File: src/rtl/servo_pwm_quad.sv
// Four-channel hobby-servo PWM generator: angle -> 1..2 ms pulse in a shared frame.
// Optional build macro SERVO_SLEW_EN limits the angle change per frame to SLEW_STEP degrees.
module servo_pwm_quad #(
  parameter int CLK_HZ    = 50000000,
  parameter int PERIOD_US = 20000,
  parameter int MIN_US    = 1000,
  parameter int MAX_US    = 2000,
  parameter int ANGLE_MAX = 180,
  parameter int SLEW_STEP = 2
) (
  input  logic       clk,
  input  logic       rst,
  input  logic [7:0] angle1,
  input  logic [7:0] angle2,
  input  logic [7:0] angle3,
  input  logic [7:0] angle4,
  input  logic [3:0] ch_en,
  output logic [3:0] pwm,
  output logic       frame_start
);

  localparam int DIV = CLK_HZ / 1000000;
  localparam int PW  = (DIV > 1) ? $clog2(DIV) : 1;
  localparam int CW  = (PERIOD_US > 1) ? $clog2(PERIOD_US) : 1;
  localparam int MW  = 8 + $clog2(MAX_US - MIN_US) + 1;

  // Product is held at MW bits so a*(MAX_US-MIN_US) cannot overflow before the divide.
  function automatic logic [CW-1:0] width_of(input logic [7:0] a);
    logic [MW-1:0] prod;
    prod = MW'(a) * MW'(MAX_US - MIN_US);
    return CW'(MIN_US) + CW'(prod / MW'(ANGLE_MAX));
  endfunction

  logic [PW-1:0] presc;
  logic [CW-1:0] us_cnt;
  logic          tick_us;
  logic          wrap;

  assign tick_us = (presc == PW'(DIV - 1));
  assign wrap    = tick_us && (us_cnt == CW'(PERIOD_US - 1));

  always_ff @(posedge clk or posedge rst) begin
    if (rst) begin
      presc       <= '0;
      us_cnt      <= '0;
      frame_start <= 1'b0;
    end else begin
      frame_start <= wrap;
      if (tick_us) begin
        presc  <= '0;
        us_cnt <= wrap ? '0 : us_cnt + 1'b1;
      end else begin
        presc <= presc + 1'b1;
      end
    end
  end

  logic [7:0] raw [4];
  logic [7:0] tgt [4];
  logic [7:0] src [4];

  assign raw[0] = angle1;
  assign raw[1] = angle2;
  assign raw[2] = angle3;
  assign raw[3] = angle4;

  always_comb begin
    for (int i = 0; i < 4; i++) begin
      tgt[i] = (raw[i] > 8'(ANGLE_MAX)) ? 8'(ANGLE_MAX) : raw[i];
    end
  end

`ifdef SERVO_SLEW_EN
  logic [7:0] cur     [4];
  logic [7:0] cur_nxt [4];

  // Each frame the tracked angle steps toward the target by at most SLEW_STEP.
  always_comb begin
    for (int i = 0; i < 4; i++) begin
      cur_nxt[i] = cur[i];
      if (tgt[i] > cur[i]) begin
        cur_nxt[i] = ((tgt[i] - cur[i]) > 8'(SLEW_STEP)) ? cur[i] + 8'(SLEW_STEP) : tgt[i];
      end else if (tgt[i] < cur[i]) begin
        cur_nxt[i] = ((cur[i] - tgt[i]) > 8'(SLEW_STEP)) ? cur[i] - 8'(SLEW_STEP) : tgt[i];
      end
    end
  end

  always_ff @(posedge clk or posedge rst) begin
    if (rst) begin
      for (int i = 0; i < 4; i++) cur[i] <= '0;
    end else if (wrap) begin
      for (int i = 0; i < 4; i++) cur[i] <= cur_nxt[i];
    end
  end

  always_comb begin
    for (int i = 0; i < 4; i++) src[i] = cur_nxt[i];
  end
`else
  logic unused_slew;
  assign unused_slew = (SLEW_STEP != 0);

  always_comb begin
    for (int i = 0; i < 4; i++) src[i] = tgt[i];
  end
`endif

  logic [CW-1:0] sh_w [4];
  logic [3:0]    sh_en;

  // Shadow state changes only on the frame boundary so no pulse is ever cut short.
  always_ff @(posedge clk or posedge rst) begin
    if (rst) begin
      sh_en <= '0;
      for (int i = 0; i < 4; i++) sh_w[i] <= CW'(MIN_US);
    end else if (wrap) begin
      sh_en <= ch_en;
      for (int i = 0; i < 4; i++) sh_w[i] <= width_of(src[i]);
    end
  end

  always_ff @(posedge clk or posedge rst) begin
    if (rst) begin
      pwm <= '0;
    end else begin
      for (int i = 0; i < 4; i++) pwm[i] <= sh_en[i] & (us_cnt < sh_w[i]);
    end
  end

endmodule

File: config.mk
export PLATFORM = sky130hd
export DESIGN_NAME = servo_pwm_quad
export DESIGN_NICKNAME = d
export VERILOG_FILES = /design/src/rtl/servo_pwm_quad.sv
export SDC_FILE = /design/constraint.sdc
export NUM_CORES = 1
export LEC_CHECK = 0
export CAP_MARGIN = 20
export CORE_ASPECT_RATIO = 1.75
export CORE_MARGIN = 10
export CORE_UTILIZATION = 44
export CTS_BUF_LIST = sky130_fd_sc_hd__clkbuf_16
export CTS_CLUSTER_SIZE = 16
export DETAILED_ROUTE_END_ITERATION = 8
export HOLD_SLACK_MARGIN = 0.02
export PLACE_DENSITY = 0.62
export SYNTH_ARGS = -nofsm -noshare
export SYNTH_HDL_FRONTEND = slang
export SYNTH_SLANG_ARGS = --single-unit
File: constraint.sdc
create_clock -name clk -period 3.1 [get_ports clk]
set_clock_uncertainty 0.15 [all_clocks]
set_input_delay 0.31 -clock clk [delete_from_list [all_inputs] [get_ports clk]]
set_output_delay 0.31 -clock clk [all_outputs]
set_load 0.02 [all_outputs]
Word-level counts from Yosys, hierarchy flattened:

Cells that the tools add are included.
W data, S select, Z words.

* flip-flop bits (word level): 90
* input port bits: 38
* output and inout port bits: 5
* logic and storage cells: 44

* add/subtract/negate cells: 6
* multipliers: 4
* div/mod/pow operators: 4
* $lt $le $gt $ge: 8
* equal/unequal tests: 2
* mux-type cells: 6
* bitwise gates (word level): 4
* reductions and logical operators: 1

Operator list (number)
* $div A18 B8 Y19 const B: 4
* $add A10 B15 Y15 const A: 4
* $lt A15 B15 Y1: 4
* $mul A8 B7 Y15 const B: 4
* $gt A8 B8 Y1 const B: 4
* $mux W8: 4
* $add A15 B1 Y15 const B: 1
* $eq A15 B15 Y1 const B: 1
* $mux W15: 1
* $add A6 B1 Y6 const B: 1
* $eq A6 B6 Y1 const B: 1
* $mux W6: 1
* $and A1 B1 Y1: 4
* $logic_and A1 B1 Y1: 1

Depth between registers and ports, before layout:

Gate-level depths: netlist (run 1).

* word-level depth: 5
* mapped depth: 58
* gate-level depth less buffers: 50

Least setup slack after synthesis (run 1):

No wires, ideal clock.

* path kind: input port to flip-flop
* from: in angle3[0]
* to: reg sh_w[15] (netlist name)
* setup time: 129 ps
* arrival: 12304 ps
* data required time: 2821 ps
* path slack: -9483 ps
* stages: 53
* buffers on the path: 5
* path through: o21ai_0 > a21oi_1 > o21ai_0 > nand2_1 > inv_1 > clkbuf_1 > fa_1 > inv_1 > fa_1 > fa_1 > fa_1 > inv_1 > ha_1 > buf_2 > and3_1 > and3_1 > a21o_1 > xor2_1 > [17 not listed] > nor3_4 > a2111oi_2 > nand3b_2 > xnor2_2 > a21bo_1 > buf_6 > buf_2 > xnor2_1 > ha_1 > nand2_1 > nor2_1 > o21a_1 > o21ai_0 > o41a_1 > mux2_2 > or3_1 > a31oi_1 > a31oi_1

* cells in the longest elaborated chain, start to end: 5

Ends and longest elaborated chain
* start: declaration: line 15 `input logic [7:0] angle3,`
* $gt A8 B8 Y1: line 69 `tgt[i] = (raw[i] > 8'(ANGLE_MAX)) ? 8'(ANGLE_MAX) : raw[i];`
* $mux W8 *: line 69
* $mul A8 B7 Y15 *: line 30 `prod = MW'(a) * MW'(MAX_US - MIN_US);`
* $div A18 B8 Y19 *: line 31 `return CW'(MIN_US) + CW'(prod / MW'(ANGLE_MAX));`
* $add A10 B15 Y15 *: line 31
* end: declaration: line 109 `logic [CW-1:0] sh_w [4];`

Mark *: on every way between the ends. The rest lies on a longest branch, timed or not.
A chain may end at the register's enable or synchronous reset.

Final worst setup path (run 1):

Ends and elaborated chain as after synthesis.

==> results of run 1 <==
-- placed cells by master (no fill, tap or decap), drive strengths merged, types with 24 or more instances in the layout --
master	count
o22ai	28
a211oi	49
nand2	273
a21oi	184
nor3	105
dfrtp	54
o211ai	42
and3	36
mux2i	40
nor2	253
or3	41
nand2b	43
o21a	34
and2	30
a31oi	46
buf	1256
inv	248
o31ai	26
or2	32
nand3	108
xor2	48
nor4	40
nand4	43
a21o	37
fa	79
nor2b	26
xnor2	141
dfstp	24
o21ai	206
ha	211
-- layout make-up --
class	instances	area [µm²]	area share
Tap cell	672	841	0.0221
Multi-Input combinational cell	2618	23700	0.624
Inverter	251	976	0.0257
Clock buffer	9	225	0.00593
Clock inverter	7	98.8	0.00260
Sequential cell	78	1980	0.0522
Timing Repair Buffer	1280	10100	0.267
-- critical path, delay by kind of cell --
kind / cells / cell delay [ps]
AO/OA/AOI/OAI: 18 / 4030
XOR/XNOR: 1 / 170
adder cells (fa/ha/maj): 6 / 2530
buffers and inverters: 8 / 870
multiplexers: 4 / 910
AND/OR/NAND/NOR: 13 / 2730
-- sequential cells by signal (all words and copies together) (netlist names) --
register     cells
sh_w            48
sh_en            4
frame_start      1
presc            6
pwm              4
us_cnt          15
-- logic make-up (layout without fill, tap and decap cells) --
family                     Yosys count  after routing  synth area share
DFF                                 78             78            0.0872
buffers and inverters              378           1547            0.0658
and+or+nand+nor                   1095           1096             0.245
other                                1              4          0.000165
AOI/OAI and AO/OA                  968            969             0.310
xor gates and xnor gates           189            189            0.0735
muxes                               63             63            0.0297
adders and majority gates          297            297             0.189
-- worst max-delay path by stage --
stage	from	to	slack, ps	cells after the start
2_1_floorplan	angle3[0]	sh_w[15]	-8500	55
5_1_grt	angle3[0]	sh_w[15]	-8760	54
3_3_place_gp	angle3[0]	sh_w[15]	-9030	55
4_1_cts	angle3[0]	sh_w[15]	-8180	52
6_report	angle3[0]	sh_w[15]	-8380	50
3_5_place_dp	angle3[0]	sh_w[15]	-9280	55
-- through the flow --
| step | cell area, µm² | setup slack [ps] | hold WS, ps |
|---|---|---|---|
| 4_1_cts | 36200 | -8180 | 283 |
| 3_3_place_gp | 33000 | -9030 | 300 |
| 2_1_floorplan | 24400 | -8500 | 272 |
| 3_5_place_dp | 33000 | -9280 | 305 |
| 6_report | 38000 | -8380 | 282 |
| 5_1_grt | 38000 | -8760 | 316 |
-- metal layers --
metal,track usage,part of all wire,up-vias
met3,0.0161,0.024,294
met5,0,0,-
met1,0.259,0.36,14000
met2,0.528,0.57,715
met4,0.128,0.047,0
li1,-,-,13800
-- what timing repair did --
item / 4_1_cts / 5_1_grt
endpoints found under the setup margin: 49 / 51
gates resized for setup: 503 / 280
cloned: 2 / 0
pin swaps: 248 / 162
setup buffers: 128 / 73
==> results.py, run 1 <==
metrics = {
    "timing": {
        "hold_violations": 0,
        "slew_viol_final": 0,
        "setup_viol": 48,
        "relSlewSlack": 0.498,
        "fin_crit_ps": 11480,
        "setup_tns_ps": -336730,
        "fin_ws_ps": -8380,
        "rsz0062_at_grt": "yes",
        "max_freq_mhz": 87.1,
        "period_share": 3.70,
        "worstMarginPinSlew_ps": 745,
    },
    "logic_synthesis": {
        "synth-seq-area-share": 0.0872,
        "synthCells": 3069,
        "syn_area_per_cell_um2": 7.41,
        "synth_area_um2": 22700,
        "synth_top_cells_by_count": "nand2_1 (270), inv_1 (243), nor2_1 (242)",
        "synthFlopType": "dfrtp_1",
        "async_reset_ff_frac": 1.00,
        "ys_types": 142,
        "synth_top_area_cell": "ha_1",
        "synth_area_leaders": "ha_1 (12%), fa_1 (7.0%), dfrtp_1 (5.9%)",
        "yosysMostFrequentCell": "nand2_1",
        "synth_top_area_frac": 0.116,
        "synth-seq-cells": 78,
        "ys_warn_count": 0,
        "synth_edf_count": 0,
    },
    "layout": {
        "drive_gt1_frac": 0.477,
        "fin_cells": 4915,
        "fin_nets": 4566,
        "nFillCells": 3862,
        "area_growth_pct": 67.2,
        "insertedDiodeCount": 0,
        "fin_util": 0.740,
    },
    "setup_path": {
        "crit_path_frequent_cell": "fa_1",
        "r2r-end": "pwm[1]",
        "worst_path_largest_cell_delay_ps": 560,
        "start_kind": "primary input",
        "critPathMaxFanout": 6,
        "path_class": "in2reg",
        "arrival_ps": 11570,
        "slowest_stage": "fa_1",
        "reg2reg_depth": 16,
        "r2r_slack_ps": 160,
        "r2r_start": "us_cnt[1]",
        "crit_path_end_kind": "register",
        "cp.required_ps": 3190,
    },
    "die": {
        "die_height_um": 321,
        "rows": 110,
        "die_w_um": 192,
        "dieArea_um2": 61500,
        "io_pins": 43,
        "coreArea_um2": 51300,
        "start_util": 0.443,
    },
    "routing": {
        "initialDrtViolationCount": 1450,
        "wl_mm": 86.1,
        "ant_nets": 0,
        "post-route-drc-count": 0,
        "num_vias": 28800,
        "avgRoutedWirePerCell_um": 17.5,
        "drtPass1Iterations": 6,
        "viasPerCell": 5.86,
    },
    "grt": {
        "grt_max_degree": 79,
        "grt_usage": 0.262,
        "antenna_found_initial": 0,
        "gr-total-overflow": 0,
        "grt_pass1_wl_mm": 139,
        "grt_pass1_vias": 30000,
    },
    "clock_tree": {
        "clk_path_buf_depth": 2,
        "cts_hold_buf": 0,
        "clk_latency_ps": 360,
        "root_buffer": "clkbuf_16",
        "cts_tree": "built",
        "clock_sinks": 78,
        "cts-buffers-inserted": 9,
        "cts.clk_slew.worst_paths_ps": 80,
        "htreeDepth": 3,
    },
    "hold_path": {
        "hp-class": "in2async",
    },
    "run": {
        "drv_cap": 0,
    },
    "outcome": {
        "violations": "setup timing",
        "outcome": "complete, but fails checks",
    },
    "place": {
        "io_buffers": 42,
        "hpwl_mm": 65.4,
        "gp_congestion": 0.929,
        "dp.cells": 4710,
    },
}
Power of run 1 is not shown: default switching activity piles up to over one toggle a cycle in this logic, so the estimate is an artifact.
==> run 2: changes to the inputs <==
Settings changed: SLEW_MARGIN set to 0.
==> results of run 2 <==
Same layout as run 1: the final DEF is identical, and so are final timing and power.
Power of run 2 is left out for the same reason.
==> run 3: changes to the inputs <==
Settings changed: CTS_CLUSTER_SIZE 16 to 20, SLEW_MARGIN 0 to not set.
==> results of run 3 <==
Same layout as run 1: the final DEF is identical, and so are final timing and power.
Power of run 3 is left out for the same reason.
